==> src/rtl/im_prefetch_buf_pkg.sv <==
// Shared processor package for the instruction prefetch buffer.
// Holds the default bus widths, the default queue depth and the
// fetch-control state encoding used by the interface and the RTL.
package im_prefetch_buf_pkg;

  localparam int ADDR_WIDTH_DEF = 8;
  localparam int DATA_WIDTH_DEF = 16;
  localparam int DEPTH_DEF      = 4;

  typedef enum logic [1:0] {
    IDLE  = 2'd0,
    FETCH = 2'd1,
    HALT  = 2'd2
  } state_t;

endpackage

==> src/rtl/im_prefetch_buf_if.sv <==
// Bundle of the control, instruction-memory and IF-stage signals of the
// prefetch buffer.
//   slave  : the prefetch buffer itself
//   master : whatever drives control/memory response and consumes inst_*
//
// Handshake: inst_valid_o and inst_ready_i follow valid/ready semantics --
// the head entry transfers on every rising clk edge where both are high;
// inst_valid_o never depends on inst_ready_i, and inst_o/inst_pc_o hold
// steady while inst_valid_o is high and the entry has not been taken (a
// redirect may withdraw the entry).
// The memory side is a fixed-latency read: im_r_data_i carries the word for
// im_addr_o exactly one cycle after im_rd_o was high.
// state exposes the fetch-control FSM for observation.
interface im_prefetch_buf_if
  import im_prefetch_buf_pkg::*;
#(
  parameter int ADDR_WIDTH = ADDR_WIDTH_DEF,
  parameter int DATA_WIDTH = DATA_WIDTH_DEF,
  parameter int DEPTH      = DEPTH_DEF
);
  localparam int CW = $clog2(DEPTH) + 1;

  logic                  start;
  logic                  stop;
  logic                  redirect_i;
  logic [ADDR_WIDTH-1:0] redirect_addr_i;
  logic [ADDR_WIDTH-1:0] im_addr_o;
  logic                  im_rd_o;
  logic [DATA_WIDTH-1:0] im_r_data_i;
  logic [DATA_WIDTH-1:0] inst_o;
  logic [ADDR_WIDTH-1:0] inst_pc_o;
  logic                  inst_valid_o;
  logic                  inst_ready_i;
  logic [CW-1:0]         count_o;
  state_t                state;

  modport slave (
    input  start, stop, redirect_i, redirect_addr_i, im_r_data_i, inst_ready_i,
    output im_addr_o, im_rd_o, inst_o, inst_pc_o, inst_valid_o, count_o, state
  );

  modport master (
    output start, stop, redirect_i, redirect_addr_i, im_r_data_i, inst_ready_i,
    input  im_addr_o, im_rd_o, inst_o, inst_pc_o, inst_valid_o, count_o, state
  );

endinterface

==> src/rtl/im_prefetch_buf_fetch_fifo.sv <==
// fetch_fifo: synchronous FIFO with a single-cycle flush.
// Ports: clk, rst (sync, active-high), flush (empties the queue, wins over
// push/pop), push/push_data, pop, head (registered storage at the read
// pointer), count (entries held, 0..DEPTH).
// DEPTH must be a power of two so the pointers wrap naturally.
module fetch_fifo #(
  parameter int WIDTH = 24,
  parameter int DEPTH = 4
) (
  input  logic                     clk,
  input  logic                     rst,
  input  logic                     flush,
  input  logic                     push,
  input  logic [WIDTH-1:0]         push_data,
  input  logic                     pop,
  output logic [WIDTH-1:0]         head,
  output logic [$clog2(DEPTH):0]   count
);
  localparam int PW = $clog2(DEPTH);
  localparam int CW = PW + 1;

  logic [WIDTH-1:0] mem [DEPTH];
  logic [PW-1:0]    wr_ptr;
  logic [PW-1:0]    rd_ptr;
  logic             full;
  logic             empty;
  logic             push_ok;
  logic             pop_ok;

  assign full    = (count == CW'(DEPTH));
  assign empty   = (count == '0);
  assign pop_ok  = pop && !empty;
  // A push into a full queue is only legal when the head leaves that cycle.
  assign push_ok = push && (!full || pop_ok);
  assign head    = mem[rd_ptr];

  always_ff @(posedge clk) begin
    if (rst) begin
      wr_ptr <= '0;
      rd_ptr <= '0;
      count  <= '0;
      for (int i = 0; i < DEPTH; i++) mem[i] <= '0;
    end else if (flush) begin
      wr_ptr <= '0;
      rd_ptr <= '0;
      count  <= '0;
    end else begin
      if (push_ok) begin
        mem[wr_ptr] <= push_data;
        wr_ptr      <= wr_ptr + PW'(1);
      end
      if (pop_ok) rd_ptr <= rd_ptr + PW'(1);
      case ({push_ok, pop_ok})
        2'b10:   count <= count + CW'(1);
        2'b01:   count <= count - CW'(1);
        default: count <= count;
      endcase
    end
  end

endmodule

==> src/rtl/im_prefetch_buf.sv <==
// im_prefetch_buf: instruction prefetch queue between a one-cycle-latency
// instruction memory and the IF stage.
// Ports: clk, rst (sync, active-high), bus (im_prefetch_buf_if.slave):
//   start/stop/redirect_i/redirect_addr_i  fetch control
//   im_addr_o/im_rd_o/im_r_data_i          instruction memory
//   inst_o/inst_pc_o/inst_valid_o/inst_ready_i  head of queue to IF
//   count_o                                 entries held
//   state                                   fetch FSM state
// The FSM walks IDLE -> FETCH -> HALT; HALT is left only through rst.
// Reads are issued only while queued + in-flight entries leave a free slot,
// so every returning word always has room.
module im_prefetch_buf
  import im_prefetch_buf_pkg::*;
#(
  parameter int ADDR_WIDTH = ADDR_WIDTH_DEF,
  parameter int DATA_WIDTH = DATA_WIDTH_DEF,
  parameter int DEPTH      = DEPTH_DEF
) (
  input logic              clk,
  input logic              rst,
  im_prefetch_buf_if.slave bus
);
  localparam int CW = $clog2(DEPTH) + 1;
  localparam int OW = CW + 1;

  state_t                state;
  state_t                state_next;
  logic [ADDR_WIDTH-1:0] fetch_pc;
  logic                  inflight;
  logic [ADDR_WIDTH-1:0] inflight_pc;
  logic [CW-1:0]         count;
  logic [OW-1:0]         occupancy;
  logic                  issue;
  logic                  redirect_live;
  logic                  push;
  logic                  pop;
  logic [ADDR_WIDTH+DATA_WIDTH-1:0] head;

  // Redirects only mean something while fetching.
  assign redirect_live = bus.redirect_i && (state == FETCH);
  assign occupancy     = OW'(count) + OW'(inflight);

  always_ff @(posedge clk) begin
    if (rst) state <= IDLE;
    else     state <= state_next;
  end

  always_comb begin
    state_next = state;
    issue      = 1'b0;
    case (state)
      IDLE: begin
        if (bus.start) state_next = FETCH;
      end
      FETCH: begin
        // A redirect keeps the fetcher running even if stop is also high.
        if (bus.stop && !bus.redirect_i) state_next = HALT;
        issue = !bus.stop && !bus.redirect_i && (occupancy < OW'(DEPTH));
      end
      HALT: begin
        state_next = HALT;
      end
      default: state_next = IDLE;
    endcase
  end

  always_ff @(posedge clk) begin
    if (rst) begin
      fetch_pc    <= '0;
      inflight    <= 1'b0;
      inflight_pc <= '0;
    end else begin
      if (state == IDLE && bus.start) fetch_pc <= '0;
      else if (redirect_live)         fetch_pc <= bus.redirect_addr_i;
      else if (issue)                 fetch_pc <= fetch_pc + ADDR_WIDTH'(1);
      // issue is low on a redirect, so this also drops the pending response.
      inflight <= issue;
      if (issue) inflight_pc <= fetch_pc;
    end
  end

  assign push = inflight && !redirect_live;
  assign pop  = (count != '0) && bus.inst_ready_i && !redirect_live;

  fetch_fifo #(
    .WIDTH (ADDR_WIDTH + DATA_WIDTH),
    .DEPTH (DEPTH)
  ) u_fetch_fifo (
    .clk       (clk),
    .rst       (rst),
    .flush     (redirect_live),
    .push      (push),
    .push_data ({inflight_pc, bus.im_r_data_i}),
    .pop       (pop),
    .head      (head),
    .count     (count)
  );

  assign bus.im_addr_o    = fetch_pc;
  assign bus.im_rd_o      = issue;
  assign bus.inst_pc_o    = head[ADDR_WIDTH+DATA_WIDTH-1:DATA_WIDTH];
  assign bus.inst_o       = head[DATA_WIDTH-1:0];
  assign bus.inst_valid_o = (count != '0);
  assign bus.count_o      = count;
  assign bus.state        = state;

endmodule

==> src/flat_wrapper.sv <==
// flat-port wrapper written by rule: the top's interface ports become plain ports
module im_prefetch_buf_flat import im_prefetch_buf_pkg::*;
#(
  parameter int ADDR_WIDTH = ADDR_WIDTH_DEF,
  parameter int DATA_WIDTH = DATA_WIDTH_DEF,
  parameter int DEPTH      = DEPTH_DEF
)
  (clk, rst, bus_start, bus_stop, bus_redirect_i, bus_redirect_addr_i, bus_im_r_data_i, bus_inst_ready_i, bus_im_addr_o, bus_im_rd_o, bus_inst_o, bus_inst_pc_o, bus_inst_valid_o, bus_count_o, bus_state);
  im_prefetch_buf_if #(.ADDR_WIDTH(ADDR_WIDTH), .DATA_WIDTH(DATA_WIDTH), .DEPTH(DEPTH)) bus_i ();
  input logic clk;
  input logic rst;
  input wire logic [$bits(bus_i.start)-1:0] bus_start;
  input wire logic [$bits(bus_i.stop)-1:0] bus_stop;
  input wire logic [$bits(bus_i.redirect_i)-1:0] bus_redirect_i;
  input wire logic [$bits(bus_i.redirect_addr_i)-1:0] bus_redirect_addr_i;
  input wire logic [$bits(bus_i.im_r_data_i)-1:0] bus_im_r_data_i;
  input wire logic [$bits(bus_i.inst_ready_i)-1:0] bus_inst_ready_i;
  output wire logic [$bits(bus_i.im_addr_o)-1:0] bus_im_addr_o;
  output wire logic [$bits(bus_i.im_rd_o)-1:0] bus_im_rd_o;
  output wire logic [$bits(bus_i.inst_o)-1:0] bus_inst_o;
  output wire logic [$bits(bus_i.inst_pc_o)-1:0] bus_inst_pc_o;
  output wire logic [$bits(bus_i.inst_valid_o)-1:0] bus_inst_valid_o;
  output wire logic [$bits(bus_i.count_o)-1:0] bus_count_o;
  output wire logic [$bits(bus_i.state)-1:0] bus_state;
  assign bus_i.start = bus_start;
  assign bus_i.stop = bus_stop;
  assign bus_i.redirect_i = bus_redirect_i;
  assign bus_i.redirect_addr_i = bus_redirect_addr_i;
  assign bus_i.im_r_data_i = bus_im_r_data_i;
  assign bus_i.inst_ready_i = bus_inst_ready_i;
  assign bus_im_addr_o = bus_i.im_addr_o;
  assign bus_im_rd_o = bus_i.im_rd_o;
  assign bus_inst_o = bus_i.inst_o;
  assign bus_inst_pc_o = bus_i.inst_pc_o;
  assign bus_inst_valid_o = bus_i.inst_valid_o;
  assign bus_count_o = bus_i.count_o;
  assign bus_state = bus_i.state;
  im_prefetch_buf #(.ADDR_WIDTH(ADDR_WIDTH), .DATA_WIDTH(DATA_WIDTH), .DEPTH(DEPTH)) u_core (.clk(clk), .rst(rst), .bus(bus_i));
endmodule
==> config.mk <==
export PLATFORM = sky130hd
export DESIGN_NAME = im_prefetch_buf_flat
export DESIGN_NICKNAME = d
export VERILOG_FILES = /design/src/rtl/im_prefetch_buf_pkg.sv /design/src/rtl/im_prefetch_buf_if.sv /design/src/rtl/im_prefetch_buf_fetch_fifo.sv /design/src/rtl/im_prefetch_buf.sv /design/src/flat_wrapper.sv
export SDC_FILE = /design/constraint.sdc
export NUM_CORES = 1
export LEC_CHECK = 0
export BUFFER_PORTS_ARGS = -buffer_cell sky130_fd_sc_hd__buf_2
export CAP_MARGIN = 5
export CORE_ASPECT_RATIO = 1.5
export CORE_MARGIN = 2
export CORE_UTILIZATION = 30
export CTS_CLUSTER_SIZE = 8
export DETAILED_ROUTE_END_ITERATION = 8
export GPL_TIMING_DRIVEN = 0
export PLACE_DENSITY_LB_ADDON = 0.2
export SLEW_MARGIN = 20
export SYNTH_ARGS = -nofsm -noshare
export SYNTH_HDL_FRONTEND = slang
export SYNTH_SLANG_ARGS = --single-unit
==> constraint.sdc <==
create_clock -name clk -period 3.85 [get_ports clk]
set_input_delay 0.1925 -clock clk [delete_from_list [all_inputs] [get_ports clk]]
set_output_delay 0.1925 -clock clk [all_outputs]
set_load 0.05 [all_outputs]
==> Yosys cells after proc, flatten, opt, wreduce, memory -nomap -nowiden <==
Memories as Yosys holds them, arrays and structs flattened. A register that Yosys moved wholly into a read port is not among the register bits.
Index checks and enable logic that the tools add are counted.
{ "totals": {"ff_bits": 26, "ramBits": 96, "input_bits": 30, "out_inout_bits": 39, "elab_cells": 65, "n_memories": 1} }
{ "memory_table": {"columns": ["name", "words", "width", "read_ports", "rd_ports_with_merged_regs", "write_ports", "line", "rtl"], "rows": [
  ["u_core.u_fetch_fifo.mem", 4, 24, 1, 1, 4, "im_prefetch_buf_fetch_fifo.sv:22", "logic [WIDTH-1:0] mem [DEPTH];"]
]} }
{ "op_classes": {"n_addsub": 6, "magnitude_cmp": 1, "n_eq_ne": 7, "mux": 18, "n_reduce_logical": 25} }
{ "ops": {"columns": ["operator", "n"], "rows": [
  ["24-bit two-way mux", 1],
  ["24-bit OR reduction", 1],
  ["8-bit two-way mux", 2],
  ["1-bit logical AND", 10],
  ["2-bit two-way mux", 5],
  ["8-bit by 1-bit adder with 8-bit output, second input constant", 1],
  ["1-bit two-way mux", 8],
  ["2-bit one-hot mux with 3 select lines", 1],
  ["3-bit one-hot mux with 2 select lines", 1],
  ["1-bit zero test", 5],
  ["2-bit by 1-bit adder with 2-bit output, second input constant", 2],
  ["3-bit by 1-bit adder with 4-bit output", 1],
  ["2-bit by 1-bit equality test with 1-bit output, second input constant", 2],
  ["2-bit equality test, second input constant", 2],
  ["4-bit by 3-bit < comparator with 1-bit output, second input constant", 1],
  ["2-bit inequality test, second input constant", 2],
  ["2-bit nonzero test", 2],
  ["2-bit OR reduction", 2],
  ["3-bit by 1-bit adder with 3-bit output, second input constant", 1],
  ["3-bit equality test, second input constant", 1],
  ["3-bit zero test", 1],
  ["3-bit nonzero test", 1],
  ["3-bit by 1-bit subtractor with 3-bit output, second input constant", 1],
  ["2-bit zero test", 1],
  ["2 further kinds", 2]
]} }

==> Logic depth before layout (Yosys ltp) <==
Gate-level depths: netlist (run 1).
{ "depth": {"ltp_word": 13, "depth_mapped": 10, "depth_no_buf": 9} }

==> Cells and area by module <==
A second synthesis (run 1) with hierarchy kept.
{ "unflattened": {"cells_unflattened": 398, "area_unflattened_um2": 5579.1} }
{ "by_module_without_submodules": {"columns": ["module", "n_inst", "cells_each", "area_per_inst_um2", "seq_area_each_um2"], "rows": [
  ["fetch_fifo", 1, 289, 4670.7, 3062.9],
  ["im_prefetch_buf", 1, 109, 908.4, 380.4]
]} }

==> Worst setup path after synthesis (run 1) <==
OpenSTA, ideal clock, no wires.
{ "synth_timing": {"kind": "reg2reg", "startpoint": "register u_core.state[1], in the netlist u_core.bus.state[1]", "endpoint": "register u_core.u_fetch_fifo.count[2]", "setup_ns": 0.121, "arrival_time_ns": 2.554, "required_time_ns": 3.729, "setup_slack_ns": 1.175, "path_stages_with_launch": 11, "n_path_buf": 1, "period_less_slack_ns": 2.675, "cell_sequence": "dfxtp_1 inv_1 ha_1 nand2_1 clkbuf_1 nand4_1 fa_1 nor3b_1 o21ba_2 a32oi_1 a21oi_1"} }
{ "synth_between": {"elab_chain_cells": 9, "word_cells_on_any_way": 13, "classes_between": "3 x eq/ne; 1 x mux; 9 x reduce/logical"} }
{ "synth_lines": {"columns": ["element", "line", "rtl"], "rows": [
  ["start, declared", "im_prefetch_buf.sv:26", "state_t state;"],
  ["start signal, assigned", "im_prefetch_buf.sv:45", "else state <= state_next;"],
  ["2-bit by 1-bit equality test with 1-bit output *", "im_prefetch_buf.sv:40", "assign redirect_live = bus.redirect_i && (state == FETCH);"],
  ["1-bit logical AND *", "im_prefetch_buf.sv:40", null],
  ["1-bit zero test", "im_prefetch_buf.sv:82, im_prefetch_buf.sv:83", null],
  ["1-bit logical AND", "im_prefetch_buf.sv:83", "assign pop = (count != '0) && bus.inst_ready_i && !redirect_live;"],
  ["1-bit logical AND", "im_prefetch_buf_fetch_fifo.sv:32", "assign pop_ok = pop && !empty;"],
  ["1-bit logical OR", "im_prefetch_buf_fetch_fifo.sv:34", "assign push_ok = push && (!full || pop_ok);"],
  ["1-bit logical AND", "im_prefetch_buf_fetch_fifo.sv:34", null],
  ["2-bit by 1-bit equality test with 1-bit output / 2-bit equality test (equally long branches)", "im_prefetch_buf_fetch_fifo.sv:53", "case ({push_ok, pop_ok})"],
  ["3-bit one-hot mux with 2 select lines / 2-bit nonzero test (equally long branches)", null, null],
  ["end signal, assigned", "im_prefetch_buf_fetch_fifo.sv:54", "2'b10: count <= count + CW'(1);"],
  ["end signal, assigned", "im_prefetch_buf_fetch_fifo.sv:55", "2'b01: count <= count - CW'(1);"],
  ["end signal, assigned", "im_prefetch_buf_fetch_fifo.sv:56", "default: count <= count;"],
  ["end, declared", "im_prefetch_buf_fetch_fifo.sv:17", "output logic [$clog2(DEPTH):0] count"]
]} }
Every way passes the cells marked *; elsewhere a longest branch is shown, timed or not.
A chain may end at the register's enable or synchronous reset.

==> flow_summary.ini, run 1 <==
[power]
p_seq_frac = 0.441
p_leak_nw = 2.64
p_per_area_mw_per_mm2 = 517
peakVddDrop_v = 0.000343
clkPwrFrac = 0.421
power_frac_comb = 0.139
internal_power_mw = 2.59
power_switching_mw = 0.934
switching_share = 0.265

[run]
maxCapViolCount = 0

[grt]
first_global_vias = 3699
grt_max_degree = 25
grt-ovfl-total = 0
grt_pass1_wl_um = 20100
grt_antenna_before_repair = 0
globalRouteTotalUtil = 0.139

[clock_tree]
cts.path.max_buffers = 2
clkTransAtPathRegs_ns = 0.05
clkLatencyLatePin_ns = 0.42
htreeDepth = 4
postCtsResizedCells = 0
cts-root-buf = clkbuf_16
post_cts_buffers = 0
hold_buffers = 0
cts_tree = done
cts_num_sinks = 124
numCtsBuffers = 17

[drt]
drt-initial-drc-count = 282
via_count = 3497
via_per_inst = 4.62
routedWlPerCell_um = 17.2
drt-total-wl_um = 13000
detail-route-antenna-nets = 0
drc_errors = 0
first_pass_iters = 4

[yosys]
synth_nets = 442
yosys.area.top_type = edfxtp_1
synth.area.top_cells = edfxtp_1, dfxtp_1, mux4_2
syn_area_per_cell_um2 = 13.8
ys_seq_elements = 124
synth_edf_count = 96
ys_seq_area_frac = 0.613
synth-main-ff-cell = edfxtp_1
synth_top_cell_area_share = 0.513
synth.most_common_cell = edfxtp_1
synth_area_mm2 = 0.00562
synthDistinctLibCells = 46
ys_warn_count = 0
postSynthCellCount = 407
synthArstFlopShare = 0
synth.top_cells.by_count = edfxtp_1, and2_1, dfxtp_1

[layout]
fin_nets = 528
drive_gt1_frac = 0.315
antenna_cells = 0
design_area_mm2 = 0.00681
area_delta_synth_final_pct = 21.2

[place]
gp_congestion = 0.777
io_buffers = 67
dp_hpwl_um = 8520
dpl_cell_area_mm2 = 0.00627

[timing]
rsz0062_at_grt = false
fmax_ghz = 0.348
fin_crit_ns = 2.88
fin_setup_tns_ns = 0
worstMarginPinSlew_ns = 0.833
hold_viol = 0
maxSlewHeadroom = 0.444
timing.hold.ws_ns = 0.0468
slew_viol_final = 0
post-route-period-util = 0.747
fin_skew_ns = 0.00709
setup_viol = 0

[floorplanning]
dieArea_mm2 = 0.0199
initial_core_util = 0.304
fp.dieW_um = 116
rows = 61
core_area_mm2 = 0.0185
io_pins = 69
die_y_um = 172

[setup_path]
required_ns = 3.89
cp_max_fo = 24
cp-end-kind = register
critPathLaunchType = register
crit_type = register to register
arrival_ns = 2.92

[min_path]
hp-class = primary input to register

[run_status]
status = finished, final reports clean
## layout make-up
| cell class | instances | area (um2) |
|---|---|---|
| buffer | 27 | 148 |
| clock buffer | 21 | 440 |
| clock inverter | 10 | 100 |
| fill | 1864 | 11700 |
| inverter | 8 | 30.0 |
| multi-input combinational | 248 | 2000 |
| sequential | 124 | 3440 |
| tap | 252 | 315 |
| timing repair buffer | 67 | 335 |
## power by group through the flow
| stage | Clock (mW) | Combinational (mW) | Sequential (mW) |
|---|---|---|---|
| after floorplan | 0 | 0.285 | 1.65 |
| final | 1.48 | 0.488 | 1.55 |
| after global placement | 0 | 0.490 | 1.58 |
| after global routing | 1.56 | 0.530 | 1.56 |
| after CTS | 1.51 | 0.495 | 1.55 |
| after detailed placement | 0 | 0.493 | 1.58 |
## through the flow
stage,cells,total power [mW],utilization,worst slack [ns]
2_1_floorplan,407,1.93,-,1.18
3_3_place_gp,726,2.07,0.340,0.905
3_5_place_dp,726,2.07,0.340,0.911
4_1_cts,757,3.56,0.369,0.880
5_1_grt,757,3.65,0.369,0.673
6_report,757,3.52,0.369,0.975
## worst max-delay path: stages, from the launching register on
cell,delay (ns)
dfxtp_1,0.34
inv_1,0.08
ha_1,0.22
nand2_1,0.21
nand2b_1,0.08
buf_2,0.19
nor4_2,0.64
or2_2,0.72
## cells by family after synthesis
kind of cell	share of synthesized area
adder cells (fa/ha/maj)	0.0125
buffers and inverters	0.0316
multiplexers	0.102
AO/OA/AOI/OAI	0.0461
XOR/XNOR	0.00935
flip-flops	0.613
AND/OR/NAND/NOR	0.186
## placed cells by master (no fill, tap or decap), drive strengths merged, types with 9 or more instances in the layout
cell / n
a21oi: 16
and2: 74
and3: 25
buf: 79
clkbuf: 36
dfxtp: 28
edfxtp: 96
mux4: 24
nand2: 22
nand3: 9
nor2: 14
## state kept, by name (all words and copies together), names as in the netlist, named ones only
register	flops
u_core.u_fetch_fifo.count	3
u_core.u_fetch_fifo.wr_ptr	2
u_core.u_fetch_fifo.rd_ptr	2
u_core.bus.state	2
u_core.bus.im_addr_o	8
u_core.u_fetch_fifo.mem	96
u_core.inflight_pc	8
u_core.inflight	1
## metal layers
| metal | share of wire | wire length (um) | vias up | track usage |
|---|---|---|---|---|
| li1 | - | - | 1680 | - |
| met1 | 0.41 | 5280 | 1717 | 0.152 |
| met2 | 0.54 | 6990 | 86 | 0.254 |
| met3 | 0.041 | 535 | 14 | 0.0328 |
| met4 | 0.017 | 227 | 0 | 0.0543 |
| met5 | 0 | 0 | - | 0 |
## path summary, 6_finish.rpt
path	startpoint	slack (ns)	depth (start not counted)	end
setup / recovery	u_core.bus.state[1]$_SDFFE_PP0P_	0.97	7	u_core.u_fetch_fifo.mem[2][0]$_SDFFCE_PN0P_
hold / removal	bus_redirect_addr_i[6]	0.05	3	u_core.bus.im_addr_o[6]$_SDFFE_PP0P_
setup reg to reg	u_core.bus.state[1]$_SDFFE_PP0P_	0.97	7	u_core.u_fetch_fifo.mem[2][0]$_SDFFCE_PN0P_
hold reg to reg	u_core.inflight_pc[1]$_SDFFE_PP0P_	0.49	2	u_core.inflight_pc[1]$_SDFFE_PP0P_
Power figures use the tool's default switching activity.
==> inputs of run 2 (changes only) <==
==> constraint.sdc (replaced) <==
create_clock -name clk -period 2.45 [get_ports clk]
set_input_delay 0.1225 -clock clk [delete_from_list [all_inputs] [get_ports clk]]
set_output_delay 0.1225 -clock clk [all_outputs]
set_load 0.05 [all_outputs]
==> run 2 against run 1 <==
Against the previous run:
- clock skew about the same
- critical path type unchanged
- clock power is 88% higher
- critical path depth shrank 1
- wire length is 1.8% higher
- final cell count is 0.53% higher
- flip-flop and latch count stayed put
- largest cell class unchanged
- die area unchanged
==> flow_summary.ini, run 2 (synthesized netlist as in run 1, its figures left out) <==
[run_status]
status = finished, final reports clean

[setup_path]
r2r_end = u_core.u_fetch_fifo.mem[1][12]$_SDFFCE_PN0P_
cp-endpoint = u_core.u_fetch_fifo.mem[1][12]$_SDFFCE_PN0P_
cp-end-kind = register
required_ns = 2.49
arrival_ns = 2.41
critPathLaunchType = register
r2r_start = u_core.bus.state[1]$_SDFFE_PP0P_
cp_max_fo = 24
crit_type = register to register
reg2reg_depth = 6
r2r_slack_ns = 0.08
crit_start = u_core.bus.state[1]$_SDFFE_PP0P_

[grt]
first_global_vias = 3740
globalRouteTotalUtil = 0.142
grt_antenna_before_repair = 0
grt_pass1_wl_um = 20600
grt_max_degree = 25
grt-ovfl-total = 0

[layout]
largest_register_ffs = 96
drive_gt1_frac = 0.342
seqCellArea_mm2 = 0.00344
antenna_cells = 0
fillers = 1824
fin_util = 0.380
final_cell_mix = edfxtp_1, buf_2, and2_1
area_delta_synth_final_pct = 24.9
fin_nets = 531
multiInputGateArea_mm2 = 0.00205
top_register = u_core.u_fetch_fifo.mem
layout_commonest_cell = edfxtp_1

[timing]
fin_skew_ns = 0.00675
fin_crit_ns = 2.37
slew_viol_final = 0
hold_viol = 0
fmax_ghz = 0.422
setup_viol = 0
maxSlewHeadroom = 0.457
post-route-period-util = 0.967
rsz0062_at_grt = true
worstMarginPinSlew_ns = 0.815
timing.hold.ws_ns = 0.0115

[drt]
drt-total-wl_um = 13300
drt-initial-drc-count = 258
routedWlPerCell_um = 17.4
detail-route-antenna-nets = 0
via_count = 3578
first_pass_iters = 4
drc_errors = 0
via_per_inst = 4.70

[clock_tree]
cts.path.max_buffers = 2
clkLatencyLatePin_ns = 0.41
htreeDepth = 4
cts-root-buf = clkbuf_16
cts_tree = done
numCtsBuffers = 17
clkTransAtPathRegs_ns = 0.05
cts_num_sinks = 124

[power]
peakVddDrop_v = 0.000577
p_leak_nw = 2.73
p_per_area_mw_per_mm2 = 857

[min_path]
hp-class = primary input to register
holdPathStages = 3

[floorplanning]
fp.dieW_um = 116
rows = 61
core_area_mm2 = 0.0185
io_pins = 69
dieArea_mm2 = 0.0199
die_y_um = 172
initial_core_util = 0.304

[place]
io_buffers = 67
dp_hpwl_um = 8650
gp_congestion = 0.765

[run]
maxCapViolCount = 0
-- run 2: cell count changes in the layout (fill, tap and decap cells not counted), sizes merged --
cell,previous run,this run
clkbuf,36,33
clkinv,7,6
bufinv,2,6
dlygate4sd3,0,2
clkinvlp,1,2
or2,1,2
-- run 2: final cells by class --
class | instances | share of cell area
plain buffers | 26 | 0.0228
clock buffers | 18 | 0.0611
clock inverters | 14 | 0.0319
inverters | 8 | 0.00428
multi-input cells | 249 | 0.292
flip-flops and latches | 124 | 0.491
well taps | 252 | 0.0449
repair buffers | 70 | 0.0520
-- run 2: stage by stage --
step / cell area (um2) / cells / total power [mW] / TNS, ns / setup WS, ns
6_report: 7020 / 761 / 6.02 / 0 / 0.0796
4_1_cts: 6980 / 760 / 6.07 / -0.0900 / -0.0475
3_3_place_gp: 6280 / 726 / 3.25 / -21.12 / -0.480
5_1_grt: 7020 / 761 / 6.23 / -2.29 / -0.0600
2_1_floorplan: 5630 / 407 / 3.04 / 0 / 0.0618
3_5_place_dp: 6280 / 726 / 3.26 / -13.27 / -0.461
-- run 2: what timing repair did --
action,4_1_cts,5_1_grt
cloned,1,0
setup buffers,0,1
resized for setup,9,12
hold endpoints to repair,2,0
hold buffers,2,0
pin swaps,1,0
endpoints found under the setup margin,66,58
-- run 2: critical path: stages, from the launching register on --
cell	delay, ns
dfxtp_2	0.33
inv_1	0.07
ha_1	0.23
and2_1	0.17
clkbuf_2	0.20
nor2_1	0.26
a31o_2	0.73
-- run 2: where the power goes --
part           internal (mW)  switching (mW)
sequential              2.38          0.0658
clock                   1.89           0.892
combinational          0.243           0.549
-- run 2: layer usage --
| layer | global-route usage | routed length, um | vias to the layer above | part of all wire |
|---|---|---|---|---|
| li1 | - | - | 1692 | - |
| met1 | 0.157 | 5160 | 1774 | 0.39 |
| met2 | 0.262 | 7400 | 96 | 0.56 |
| met3 | 0.0331 | 516 | 16 | 0.039 |
| met4 | 0.0471 | 184 | 0 | 0.014 |
| met5 | 0 | 0 | - | 0 |
-- run 2: worst min-delay path by stage --
| stage | from | end |
|---|---|---|
| CTS | bus_redirect_addr_i[4] | u_core.bus.im_addr_o[4]$_SDFFE_PP0P_ |
| global placement | bus_redirect_addr_i[6] | u_core.bus.im_addr_o[6]$_SDFFE_PP0P_ |
| detailed placement | bus_redirect_addr_i[6] | u_core.bus.im_addr_o[6]$_SDFFE_PP0P_ |
| finish | bus_redirect_addr_i[5] | u_core.bus.im_addr_o[5]$_SDFFE_PP0P_ |
| global route | bus_redirect_addr_i[4] | u_core.bus.im_addr_o[4]$_SDFFE_PP0P_ |
| floorplan | bus_redirect_addr_i[6] | u_core.bus.im_addr_o[6]$_SDFFE_PP0P_ |
==> inputs of run 3 (changes only) <==
--- a/config.mk
+++ b/config.mk
@@ -5,6 +5,7 @@
 export SDC_FILE = /design/constraint.sdc
 export NUM_CORES = 1
 export LEC_CHECK = 0
+export ABC_AREA = 1
 export BUFFER_PORTS_ARGS = -buffer_cell sky130_fd_sc_hd__buf_2
 export CAP_MARGIN = 5
 export CORE_ASPECT_RATIO = 1.5
@@ -13,7 +14,7 @@
 export CTS_CLUSTER_SIZE = 8
 export DETAILED_ROUTE_END_ITERATION = 8
 export GPL_TIMING_DRIVEN = 0
-export PLACE_DENSITY_LB_ADDON = 0.2
+export PLACE_DENSITY = 0.5
 export SLEW_MARGIN = 20
 export SYNTH_ARGS = -nofsm -noshare
 export SYNTH_HDL_FRONTEND = slang
==> run 3 against run 2 <==
Against the previous run:
- final cell count rose by 16%
- non-clock buffer count increased by 2
- critical path type unchanged
- final area shrank 2.5%
- die area is 1.6% lower
- largest cell class unchanged
==> flow_summary.ini, run 3 <==
[timing]
maxSlewHeadroom = 0.365
fin_skew_ns = 0.00750
post-route-period-util = 0.936
hold_viol = 0
setup_viol = 0
rsz0062_at_grt = false
worstMarginPinSlew_ns = 0.953
slew_viol_final = 0
fin_crit_ns = 2.29
fmax_ghz = 0.436

[drt]
first_pass_iters = 4
detail-route-antenna-nets = 0
routedWlPerCell_um = 15.7
drt-initial-drc-count = 240
drc_errors = 0
via_per_inst = 4.71
drt-total-wl_um = 13900
via_count = 4156

[min_path]
hp-class = primary input to register

[floorplanning]
io_pins = 69
rows = 60
fp.dieW_um = 115
die_y_um = 170
initial_core_util = 0.307
core_area_mm2 = 0.0180
dieArea_mm2 = 0.0195

[setup_path]
crit_type = register to register
cp_max_fo = 24
required_ns = 2.52
path_buf_inv = 2
cp_common_cell = nand2_4
cpPeakStageDelay_ns = 0.32
cp-end-kind = register
worstPathCellList = inv_1 -> ha_1 -> a21oi_4 -> nand2_4 -> nor2_8 -> nand3_4 -> buf_6 -> nand2_4
cpLargestDelayFamily = simple AND/OR/NAND/NOR gates
crit_slowest_cell = dfxtp_1
arrival_ns = 2.37
critPathLaunchType = register

[grt]
grt_max_degree = 25
first_global_vias = 4324
globalRouteTotalUtil = 0.148
grt-ovfl-total = 0
grt_pass1_wl_um = 21900
grt_antenna_before_repair = 0

[place]
dp_hpwl_um = 9540
io_buffers = 68
dp.cells = 847
gp_congestion = 0.827
dpl_cell_area_mm2 = 0.00623

[power]
p_per_area_mw_per_mm2 = 1110
p_leak_nw = 2.83
peakVddDrop_v = 0.000502

[layout]
final_cell_mix = nor2_1, edfxtp_1, buf_2
design_area_mm2 = 0.00685
top_register = u_core.u_fetch_fifo.mem
fin_nets = 688
layout_commonest_cell = nor2_1
drive_gt1_frac = 0.209
antenna_cells = 0
fin_cells = 883
largest_register_ffs = 96
fin_util = 0.380
area_delta_synth_final_pct = 23.9

[clock_tree]
clkLatencyLatePin_ns = 0.42
clkTransAtPathRegs_ns = 0.06
htreeDepth = 4
cts_tree = done
cts_num_sinks = 124
numCtsBuffers = 17
post_cts_buffers = 0
cts.path.max_buffers = 2
cts-root-buf = clkbuf_16

[yosys]
synth.area.mux_share = 0
yosys.area.top_type = edfxtp_1
postSynthCellCount = 560
synthDistinctLibCells = 36
synth_top_family_by_area = simple AND/OR/NAND/NOR gates
synth.top_cells.by_count = nor2_1, edfxtp_1, o21ai_0
synth.most_common_cell = nor2_1
synthSimpleGateAreaFrac = 0.177
synth_xor_xnor_area_share = 0.00317
synth_edf_count = 96
syn_area_per_cell_um2 = 9.87
yosys.area_share.adder = 0.0127
synth_nets = 595
synthArstFlopShare = 0
ys_seq_area_frac = 0.623
synth_area_mm2 = 0.00553
ys_seq_elements = 124
synth_compound_area_frac = 0.120
synth_top_cell_area_share = 0.522
synth-main-ff-cell = edfxtp_1
ys_warn_count = 0
synth.area.top_cells = edfxtp_1, dfxtp_1, nor2_1

[run_status]
status = finished, final reports clean

[run]
maxCapViolCount = 0
## run 3: final cells by class
cell class / count / area [um2]
Clock buffer: 17 / 425
Fill cell: 1832 / 11200
Sequential cell: 124 / 3440
Tap cell: 217 / 272
Clock inverter: 15 / 131
Buffer: 25 / 144
Multi-Input combinational cell: 355 / 1790
Inverter: 57 / 214
Timing Repair Buffer: 73 / 425
## run 3: through the flow
| stage | setup WS (ns) | hold WS (ns) | total power, mW | TNS [ns] |
|---|---|---|---|---|
| after global placement | -0.942 | 0.417 | 5.18 | -42.44 |
| after global routing | 0.0285 | 0.0336 | 7.94 | 0 |
| after CTS | 0.0185 | 0.00378 | 7.64 | 0 |
| after detailed placement | -0.0357 | 0.423 | 5.26 | -0.838 |
| final | 0.156 | 0.0201 | 7.57 | 0 |
| after floorplan | -0.442 | 0.192 | 4.53 | -21.23 |
## run 3: where the power goes
part	switching (mW)	internal (mW)	total [mW]
registers	0.112	2.43	2.55
clock network	0.906	1.47	2.37
logic	2.04	0.615	2.65
total	3.05	4.51	7.57
## run 3: cells by family after synthesis
logic type	count (synthesis)
and+or+nand+nor	228
buffers and inverters	82
adders and majority gates	5
AOI/OAI and AO/OA	119
xor gates and xnor gates	2
DFF	124
## run 3: final timing paths
| path | endpoint | slack, ns | cells after the start | from |
|---|---|---|---|---|
| max | u_core.u_fetch_fifo.mem[2][12]$_SDFFCE_PN0P_ | 0.16 | 8 | u_core.bus.state[1]$_SDFFE_PP0P_ |
| min | u_core.bus.im_addr_o[1]$_SDFFE_PP0P_ | 0.02 | 3 | bus_redirect_addr_i[1] |
| max reg2reg | u_core.u_fetch_fifo.mem[2][12]$_SDFFCE_PN0P_ | 0.16 | 8 | u_core.bus.state[1]$_SDFFE_PP0P_ |
| min reg2reg | u_core.inflight_pc[0]$_SDFFE_PP0P_ | 0.48 | 2 | u_core.inflight_pc[0]$_SDFFE_PP0P_ |
## run 3: worst reg2reg max path, stage by stage (launching register included)
cell	delay, ns
dfxtp_1	0.32
inv_1	0.08
ha_1	0.27
a21oi_4	0.25
nand2_4	0.13
nor2_8	0.20
nand3_4	0.17
buf_6	0.21
nand2_4	0.32
## run 3: what timing repair did
item / 4_1_cts / 5_1_grt
gates cloned: 0 / 1
endpoints found under the setup margin: 24 / 33
resized for setup: 1 / 6
hold buffers: 3 / 0
endpoints found under the hold margin: 4 / 0
pin swaps: 0 / 0
## run 3: routing by layer
layer  track usage  wire [um]  up-vias
met5             0          0        -
met3        0.0345        485       15
met4        0.0602        195        0
met1         0.160       5800     1968
met2         0.275       7410       93
li1              -          -     2080
